===== src/rtl/mcycle_muldiv_pkg.sv =====
// Shared encodings for the multi-cycle multiply/divide unit.
// Operation codes, FSM states and the iteration-counter width helper.
package mcycle_muldiv_pkg;

  typedef enum logic [1:0] {
    MC_SMUL = 2'b00,
    MC_UMUL = 2'b01,
    MC_SDIV = 2'b10,
    MC_UDIV = 2'b11
  } mc_op_e;

  typedef enum logic [1:0] {
    IDLE      = 2'b00,
    COMPUTING = 2'b01,
    DONE      = 2'b10
  } mc_state_e;

  function automatic int cnt_width(input int w);
    return (w > 1) ? $clog2(w) : 1;
  endfunction

endpackage


===== src/rtl/mcycle_signfix.sv =====
// Conditional two's-complement negate; purely combinational, zero latency.
// Used for operand magnitudes and for the final result sign correction.
module mcycle_signfix #(
  parameter int W = 32
) (
  input  logic [W-1:0] i_val,
  input  logic         i_neg,
  output logic [W-1:0] o_val
);

  assign o_val = i_neg ? ((~i_val) + {{(W-1){1'b0}}, 1'b1}) : i_val;

endmodule


===== src/rtl/mcycle_muldiv.sv =====
// Iterative radix-2 multiply/divide: Busy for WIDTH+1 cycles from Start, results in DONE.
// Busy stalls the pipeline; DONE lasts one cycle and ignores Start so the same instruction cannot restart.
module mcycle_muldiv
  import mcycle_muldiv_pkg::*;
#(
  parameter int WIDTH = 32
) (
  input  logic             CLK,
  input  logic             RESET,
  input  logic             Start,
  input  logic [1:0]       MCycleOp,
  input  logic [WIDTH-1:0] Operand1,
  input  logic [WIDTH-1:0] Operand2,
  output logic [WIDTH-1:0] Result1,
  output logic [WIDTH-1:0] Result2,
  output logic             Busy
);

  localparam int CNT_W = cnt_width(WIDTH);
  localparam logic [CNT_W-1:0] CNT_LAST = CNT_W'(WIDTH - 1);

  mc_state_e        r_state;
  mc_state_e        w_state_nxt;
  logic             w_busy;
  logic             w_start;
  logic             w_last;

  mc_op_e           r_op;
  logic [CNT_W-1:0] r_cnt;
  logic [WIDTH-1:0] r_mag2;
  logic [WIDTH-1:0] r_hi;
  logic [WIDTH-1:0] r_lo;
  logic             r_sign1;
  logic             r_sign2;
  logic             r_dz;
  logic [WIDTH-1:0] r_op1;
  logic [WIDTH-1:0] r_res1;
  logic [WIDTH-1:0] r_res2;

  logic             w_in_signed;
  logic [WIDTH-1:0] w_mag1;
  logic [WIDTH-1:0] w_mag2;

  logic [WIDTH:0]   w_sum;
  logic [WIDTH:0]   w_mul_hi_in;
  logic [WIDTH-1:0] w_mhi;
  logic [WIDTH-1:0] w_mlo;
  logic [WIDTH:0]   w_rsh;
  logic [WIDTH:0]   w_diff;
  logic [WIDTH-1:0] w_dhi;
  logic [WIDTH-1:0] w_dlo;
  logic [WIDTH-1:0] w_hi_nxt;
  logic [WIDTH-1:0] w_lo_nxt;

  logic               w_neg_p;
  logic               w_neg_q;
  logic               w_neg_r;
  logic [2*WIDTH-1:0] w_prod;
  logic [WIDTH-1:0]   w_quot;
  logic [WIDTH-1:0]   w_rem;
  logic [WIDTH-1:0]   w_fin1;
  logic [WIDTH-1:0]   w_fin2;

  // Signed ops are the even encodings (SMUL, SDIV).
  assign w_in_signed = ~MCycleOp[0];

  mcycle_signfix #(.W(WIDTH)) u_abs1 (
    .i_val (Operand1),
    .i_neg (w_in_signed & Operand1[WIDTH-1]),
    .o_val (w_mag1)
  );

  mcycle_signfix #(.W(WIDTH)) u_abs2 (
    .i_val (Operand2),
    .i_neg (w_in_signed & Operand2[WIDTH-1]),
    .o_val (w_mag2)
  );

  always_ff @(posedge CLK or posedge RESET) begin
    if (RESET) r_state <= IDLE;
    else       r_state <= w_state_nxt;
  end

  assign w_last = (r_cnt == CNT_LAST);

  always_comb begin
    w_state_nxt = r_state;
    w_busy      = 1'b0;
    case (r_state)
      IDLE: begin
        if (Start) begin
          w_state_nxt = COMPUTING;
          w_busy      = 1'b1;
        end
      end
      COMPUTING: begin
        w_busy = 1'b1;
        if (w_last) w_state_nxt = DONE;
      end
      DONE:    w_state_nxt = IDLE;
      default: w_state_nxt = IDLE;
    endcase
  end

  assign w_start = (r_state == IDLE) & Start;
  assign Busy    = ~RESET & w_busy;

  // Multiply: {hi,lo} holds partial product and remaining multiplier bits.
  assign w_sum       = {1'b0, r_hi} + {1'b0, r_mag2};
  assign w_mul_hi_in = r_lo[0] ? w_sum : {1'b0, r_hi};
  assign w_mhi       = w_mul_hi_in[WIDTH:1];
  assign w_mlo       = {w_mul_hi_in[0], r_lo[WIDTH-1:1]};

  // Divide: hi is the partial remainder, lo shifts dividend out and quotient in.
  assign w_rsh  = {r_hi, r_lo[WIDTH-1]};
  assign w_diff = w_rsh - {1'b0, r_mag2};
  assign w_dhi  = w_diff[WIDTH] ? w_rsh[WIDTH-1:0] : w_diff[WIDTH-1:0];
  assign w_dlo  = {r_lo[WIDTH-2:0], ~w_diff[WIDTH]};

  assign w_hi_nxt = r_op[1] ? w_dhi : w_mhi;
  assign w_lo_nxt = r_op[1] ? w_dlo : w_mlo;

  assign w_neg_p = (r_op == MC_SMUL) & (r_sign1 ^ r_sign2);
  assign w_neg_q = (r_op == MC_SDIV) & (r_sign1 ^ r_sign2);
  assign w_neg_r = (r_op == MC_SDIV) & r_sign1;

  mcycle_signfix #(.W(2*WIDTH)) u_fix_prod (
    .i_val ({w_hi_nxt, w_lo_nxt}),
    .i_neg (w_neg_p),
    .o_val (w_prod)
  );

  mcycle_signfix #(.W(WIDTH)) u_fix_quot (
    .i_val (w_lo_nxt),
    .i_neg (w_neg_q),
    .o_val (w_quot)
  );

  mcycle_signfix #(.W(WIDTH)) u_fix_rem (
    .i_val (w_hi_nxt),
    .i_neg (w_neg_r),
    .o_val (w_rem)
  );

  always_comb begin
    w_fin1 = w_prod[WIDTH-1:0];
    w_fin2 = w_prod[2*WIDTH-1:WIDTH];
    if (r_op[1]) begin
      if (r_dz) begin
        w_fin1 = {WIDTH{1'b1}};
        w_fin2 = r_op1;
      end else begin
        w_fin1 = w_quot;
        w_fin2 = w_rem;
      end
    end
  end

  always_ff @(posedge CLK or posedge RESET) begin
    if (RESET) begin
      r_op    <= MC_SMUL;
      r_cnt   <= '0;
      r_mag2  <= '0;
      r_hi    <= '0;
      r_lo    <= '0;
      r_sign1 <= 1'b0;
      r_sign2 <= 1'b0;
      r_dz    <= 1'b0;
      r_op1   <= '0;
      r_res1  <= '0;
      r_res2  <= '0;
    end else if (w_start) begin
      r_op    <= mc_op_e'(MCycleOp);
      r_cnt   <= '0;
      r_mag2  <= w_mag2;
      r_hi    <= '0;
      r_lo    <= w_mag1;
      r_sign1 <= w_in_signed & Operand1[WIDTH-1];
      r_sign2 <= w_in_signed & Operand2[WIDTH-1];
      r_dz    <= (Operand2 == '0);
      r_op1   <= Operand1;
    end else if (r_state == COMPUTING) begin
      r_hi  <= w_hi_nxt;
      r_lo  <= w_lo_nxt;
      r_cnt <= r_cnt + CNT_W'(1);
      if (w_last) begin
        r_res1 <= w_fin1;
        r_res2 <= w_fin2;
      end
    end
  end

  assign Result1 = r_res1;
  assign Result2 = r_res2;

endmodule


===== config.mk =====
export PLATFORM = sky130hd
export DESIGN_NAME = mcycle_muldiv
export DESIGN_NICKNAME = d
export VERILOG_FILES = /design/src/rtl/mcycle_muldiv_pkg.sv /design/src/rtl/mcycle_signfix.sv /design/src/rtl/mcycle_muldiv.sv
export SDC_FILE = /design/constraint.sdc
export NUM_CORES = 1
export LEC_CHECK = 0
export ABC_AREA = 1
export CORE_AREA = 2 2 196 198
export DETAILED_ROUTE_END_ITERATION = 8
export DIE_AREA = 0 0 198 200
export PLACE_DENSITY = 0.91
export SYNTH_ARGS = -nofsm -noshare
export SYNTH_HDL_FRONTEND = slang
export SYNTH_HIERARCHICAL = 1
export SYNTH_SLANG_ARGS = --single-unit

===== constraint.sdc =====
create_clock -name CLK -period 7.7 [get_ports CLK]
set_input_delay 1.54 -clock CLK [delete_from_list [all_inputs] [get_ports CLK]]
set_output_delay 1.54 -clock CLK [all_outputs]
set_load 0.1 [all_outputs]

# After elaboration in Yosys (flattened, before gate mapping)
# Index checks and enable logic that the tools add are counted.
word_totals:
  ff_bits: 204
  latchBits: 0
  ram_bits: 0
  rom_bits: 0
  out_inout_bits: 65
  mem_count: 0
op_classes:
  n_addsub: 8
  n_mul: 0
  div_mod_pow: 0
  n_lt_le_gt_ge: 0
  eq_ne: 5
  shifts: 0
  muxes: 24
  bitwise: 17
  reduce_logical: 6
op_table:
  columns: ["op", "n"]
  rows:
  - ["two-way mux 32 bit", 15]
  - ["adder 32 x 1 -> 32 bit (second input constant)", 4]
  - ["inverter 32 bit", 4]
  - ["adder 64 x 1 -> 64 bit (second input constant)", 1]
  - ["two-way mux 64 bit", 1]
  - ["inverter 64 bit", 1]
  - ["adder 32 x 32 -> 33 bit", 1]
  - ["two-way mux 33 bit", 1]
  - ["subtractor 33 x 32 -> 33 bit", 1]
  - ["zero test 32 bit", 1]
  - ["two-way mux 5 bit", 2]
  - ["AND 1 bit", 7]
  - ["adder 5 x 1 -> 5 bit (second input constant)", 1]
  - ["equality test 5 bit (second input constant)", 1]
  - ["zero test 2 bit", 2]
  - ["two-way mux 2 bit", 2]
  - ["!= test 2 bit (second input constant)", 2]
  - ["inverter 1 bit", 4]
  - ["case mux 2 bit (2 select lines)", 1]
  - ["AND reduction 3 bit", 1]
  - ["equality test 2 x 1 -> 1 bit (second input constant)", 1]
  - ["equality test 2 bit (second input constant)", 1]
  - ["case mux 1 bit (2 select lines)", 1]
  - ["AND reduction 2 bit", 1]
  - ["3 further kinds", 3]

# Logic depth before layout (Yosys ltp)
logic_depth:
  word_depth: 8
  ltp_mapped: 30

# Cells and area by module
# The synthesis kept the hierarchy.
modules_own_cells:
  columns: ["module", "instances", "cells_each", "area_per_inst_um2", "seq_area_each_um2"]
  rows:
  - ["mcycle_muldiv", 1, 2364, 15433.6, 5104.9]
  - ["mcycle_signfix at u_abs1 ...", 4, 227, 1108.6, 0.0]
  - ["mcycle_signfix at u_fix_prod", 1, 498, 2466.1, 0.0]

# Worst setup path before layout
# Ideal clock, no wire load.
synth_timing:
  kind: "input to output"
  start: "input port Start"
  end: "output port Busy"
  t_arrival_ps: 3334
  path_slack_ps: 2826
  cell_stages: 5
  n_path_buf: 1
  cell_sequence: "nand3_2 -> inv_2 -> nor2_1 -> clkbuf_1 -> nor2_1"
synth_between:
  elab_chain_cells: 3
synth_lines:
  columns: ["item", "line", "rtl"]
  rows:
  - ["start: declaration", "mcycle_muldiv.sv:10", "input logic Start,"]
  - ["two-way mux 1 bit", "mcycle_muldiv.sv:91", "if (Start) begin"]
  - ["case mux 1 bit (2 select lines)", "mcycle_muldiv.sv:89", "case (r_state)"]
  - ["AND 1 bit", "mcycle_muldiv.sv:106", "assign Busy = ~RESET & w_busy;"]
  - ["end: declaration", "mcycle_muldiv.sv:16", "output logic Busy"]
# No other way between the ends.

# Worst setup path in the final report
layout_timing:
  start: "register r_lo[31]"
  end: "register r_res1[22], in the netlist Result1[22]"
layout_between:
  word_cells_on_any_way: 11
  cone_classes: "add/sub (3); mux (5); bitwise (3)"
layout_lines:
  columns: ["item", "line", "rtl"]
  rows:
  - ["start: declaration", "mcycle_muldiv.sv:32", "logic [WIDTH-1:0] r_lo;"]
  - ["start signal: assignment", "mcycle_muldiv.sv:177", "r_lo <= w_mag1;"]
  - ["start signal: assignment", "mcycle_muldiv.sv:184", "r_lo <= w_lo_nxt;"]
  - ["subtractor 33 x 32 -> 33 bit", "mcycle_muldiv.sv:116", "assign w_diff = w_rsh - {1'b0, r_mag2};"]
  - ["inverter 1 bit", "mcycle_muldiv.sv:118", "assign w_dlo = {r_lo[WIDTH-2:0], ~w_diff[WIDTH]};"]
  - ["two-way mux 32 bit", "mcycle_muldiv.sv:121", "assign w_lo_nxt = r_op[1] ? w_dlo : w_mlo;"]
  - ["net w_lo_nxt[0]", "mcycle_muldiv.sv:53", "logic [WIDTH-1:0] w_lo_nxt;"]
  - ["inverter 64 bit", "mcycle_signfix.sv:11", "assign o_val = i_neg ? ((~i_val) + {{(W-1){1'b0}}, 1'b1}) : i_val;"]
  - ["adder 64 x 1 -> 64 bit", "mcycle_signfix.sv:11", null]
  - ["two-way mux 64 bit", "mcycle_signfix.sv:11", null]
  - ["net w_prod[22]", "mcycle_muldiv.sv:58", "logic [2*WIDTH-1:0] w_prod;"]
  - ["two-way mux 32 bit", "mcycle_muldiv.sv:148", "if (r_op[1]) begin"]
  - ["end signal: assignment", "mcycle_muldiv.sv:187", "r_res1 <= w_fin1;"]
  - ["end: declaration", "mcycle_muldiv.sv:37", "logic [WIDTH-1:0] r_res1;"]
# The timed path passes the listed nets, and every way through them passes these cells.
# A chain may end at the register's enable or synchronous reset.

==> impl_metrics.ini <==
[drt]
drt-total-wl_um = 76690
drc = 0
routed_wire_length_per_instance_um = 17.62
drtIter0Drc = 3163
wl_met3_um = 9993
via_per_inst = 5.741
wl_met2_um = 32100
ant_nets = 0
wl_met1_um = 31040
dr.max_layer_used = met5
drtPass1Iterations = 6
vias = 24990

[critical_path]
cpPeakStageDelay_ns = 0.40
startpoint = r_lo[31]
path_max_fanout = 31
critPathRequiredTime_ns = 8.10
critPathArrivalTime_ns = 4.86
critPathLaunchType = flip-flop
r2r-end = Result1[22]
r2r_cells = 25
ff2ff_setup_slack_ns = 3.24
critPathKind = flip-flop to flip-flop
endpoint_kind = flip-flop
endpoint = Result1[22]
cpMaxStageDelayCell = fa_1
crit-reg2reg-launch = r_lo[31]

[timing]
skew_ns = 0.03196
fin_crit_ns = 4.463
relSlewSlack_pct = 21.45
setup_violations = 0
setup_ws_ns = 3.237
timing.setup.tns_ns = 0
hold_violations = 0
rsz0062_at_grt = false
period_share_pct = 57.96
timing_max_transition_violations_final = 0
fmax_mhz = 224.1
worstMarginPinSlew_ns = 1.175

[synth]
syn-num-nets = 3912
netlist_instances = 3770
synth.most_common_cell = nand2_1
synth_cell_type_count = 53
synth_top_area_cell = dfrtp_1
yosys_most_used_dff = dfrtp_1
ys_seq_area_share_pct = 22.86
syn_area_per_cell_um2 = 5.924
synth_top_area_share_pct = 22.86
ys_top_cells_by_count = nand2_1, inv_1, nor2_1
synth.area.top_cells = dfrtp_1, nand2_1, inv_1, nor2_1, o21ai_0
synth-seq-cells = 204
syn_area_mm2 = 0.02233
yosysWarningCount = 6
synthArstFlopShare_pct = 100.0
synth_edf_count = 0

[clock_tree]
ctsLongestPathBuffers = 3
cts_tree = done
post_cts_buffers = 0
cts_buffers = 25
clk_latency_ns = 0.57
ctsHoldBuffers = 0
clock_tree.root_cell = clkbuf_16
cts.sinks = 204
clk_pin_slew_worst_paths_ns = 0.06
htree_levels = 1
cts_resized = 0

[global_routing]
overflow = 0
grt_max_degree = 142
antenna_found_initial = 2
grt_pass1_wl_um = 120100
gr-usage-all-layers_pct = 38.60
grt_pass1_vias = 22150

[floorplanning]
die_x_um = 198
row_count = 71
coreArea_mm2 = 0.03740
ios = 134
start_util_pct = 59.72
die_h_um = 200
die-area_mm2 = 0.03960

[layout]
syn_to_final_growth_pct = 10.76
seqCellArea_mm2 = 0.005110
multiInputGateArea_mm2 = 0.01468
fin_nets = 3970
fillers = 3426
drive_gt1_share_pct = 6.951
num_antenna_cells = 0

[place]
dpl_worst_slack_ns = 3.238
place.gp.congestion = 1.072
io_buffers = 133
dpl.hpwl_um = 58530

[hold_path]
hold_class = flip-flop to flip-flop

[run_status]
status = complete, no violations

[flow_run]
max_cap_violations = 0
-- routing by layer --
metal	vias to the layer above	track usage (%)
met5	-	0
met4	6	15.62
met3	249	8.233
met2	1554	58.59
met1	11200	53.60
li1	11980	-
-- layout make-up --
cell class                      count  share of cell area [%]
Sequential cell                   204                   20.66
Inverter                          531                   8.179
Multi-Input combinational cell   2916                   59.36
Clock buffer                       34                   2.868
Tap cell                          511                   2.585
Clock inverter                      6                  0.4654
Timing Repair Buffer              150                   5.888
-- cells by family after synthesis --
family / Yosys count / share of synthesized area [%]
fa+ha+maj: 73 / 4.157
simple gates: 2233 / 43.85
compound gates: 497 / 13.13
xor+xnor: 113 / 4.465
flops: 204 / 22.86
buf+inv: 650 / 11.53
-- per-stage QoR --
step | hold WS [ns] | util (%) | area (µm²) | cells
finish | 0.4833 | 66.14 | 24740 | 4352
global route | 0.4981 | 66.14 | 24740 | 4352
CTS | 0.4843 | 66.14 | 24740 | 4352
detailed placement | 0.4693 | 63.94 | 23910 | 4312
global placement | 0.4634 | 63.94 | 23910 | 4312
floorplan | 0.4478 | - | 22330 | 3770
-- worst max-delay path: cells and delay by family (launching register included) --
kind,cells,cell delay [ns]
AND/OR/NAND/NOR,14,1.63
AO/OA/AOI/OAI,3,0.98
adder cells (fa/ha/maj),3,0.77
buffers and inverters,4,0.42
flip-flops,1,0.37
XOR/XNOR,1,0.12
-- cell usage in the layout, fill, tap and decap left out, types with 5 or more instances in the layout --
master and instances:
nand2_1 1353, inv_1 513, nor2_1 394, o21ai_0 218, nand3_1 206, dfrtp_1 202, a21oi_1 138, clkdlybuf4s50_1 132
ha_1 71, xnor2_1 61, xor2_1 51, nand2_2 48, nor2_2 44, nor2_4 35, nand4_1 35, a2bb2oi_1 32
o221ai_1 31, and2_1 30, o22ai_1 26, clkbuf_16 25, nand3_2 21, nand3b_1 21, buf_4 18, o21ai_1 13
inv_2 12, nand2_4 12, o21ai_2 10, nor4_1 10, o211ai_1 8, nor3_1 7, nor2_8 7, o21ai_4 6
inv_6 5, clkbuf_8 5
-- worst min-delay path by stage --
stage / cells after the start / end / slack, ns / from
2_1_floorplan: 2 / r_op1[31] / 0.45 / r_op1[31]
3_3_place_gp: 2 / Result1[9] / 0.46 / Result1[9]
3_5_place_dp: 2 / Result1[10] / 0.47 / Result1[10]
4_1_cts: 2 / Result1[10] / 0.48 / Result1[10]
5_1_grt: 2 / Result1[25] / 0.50 / Result1[25]
6_report: 2 / Result1[10] / 0.48 / Result1[10]
-- sequential cells by signal (all words and copies together) (netlist names) --
name and cells:
r_hi 32, r_sign2 1, r_cnt 5, r_mag2 32, r_dz 1, r_state 2
r_op 2, r_op1 32, Result2 32, r_lo 32, r_sign1 1, Result1 32
Power is not shown: default switching activity piles up to over one toggle a cycle in this logic, so the estimate is an artifact.
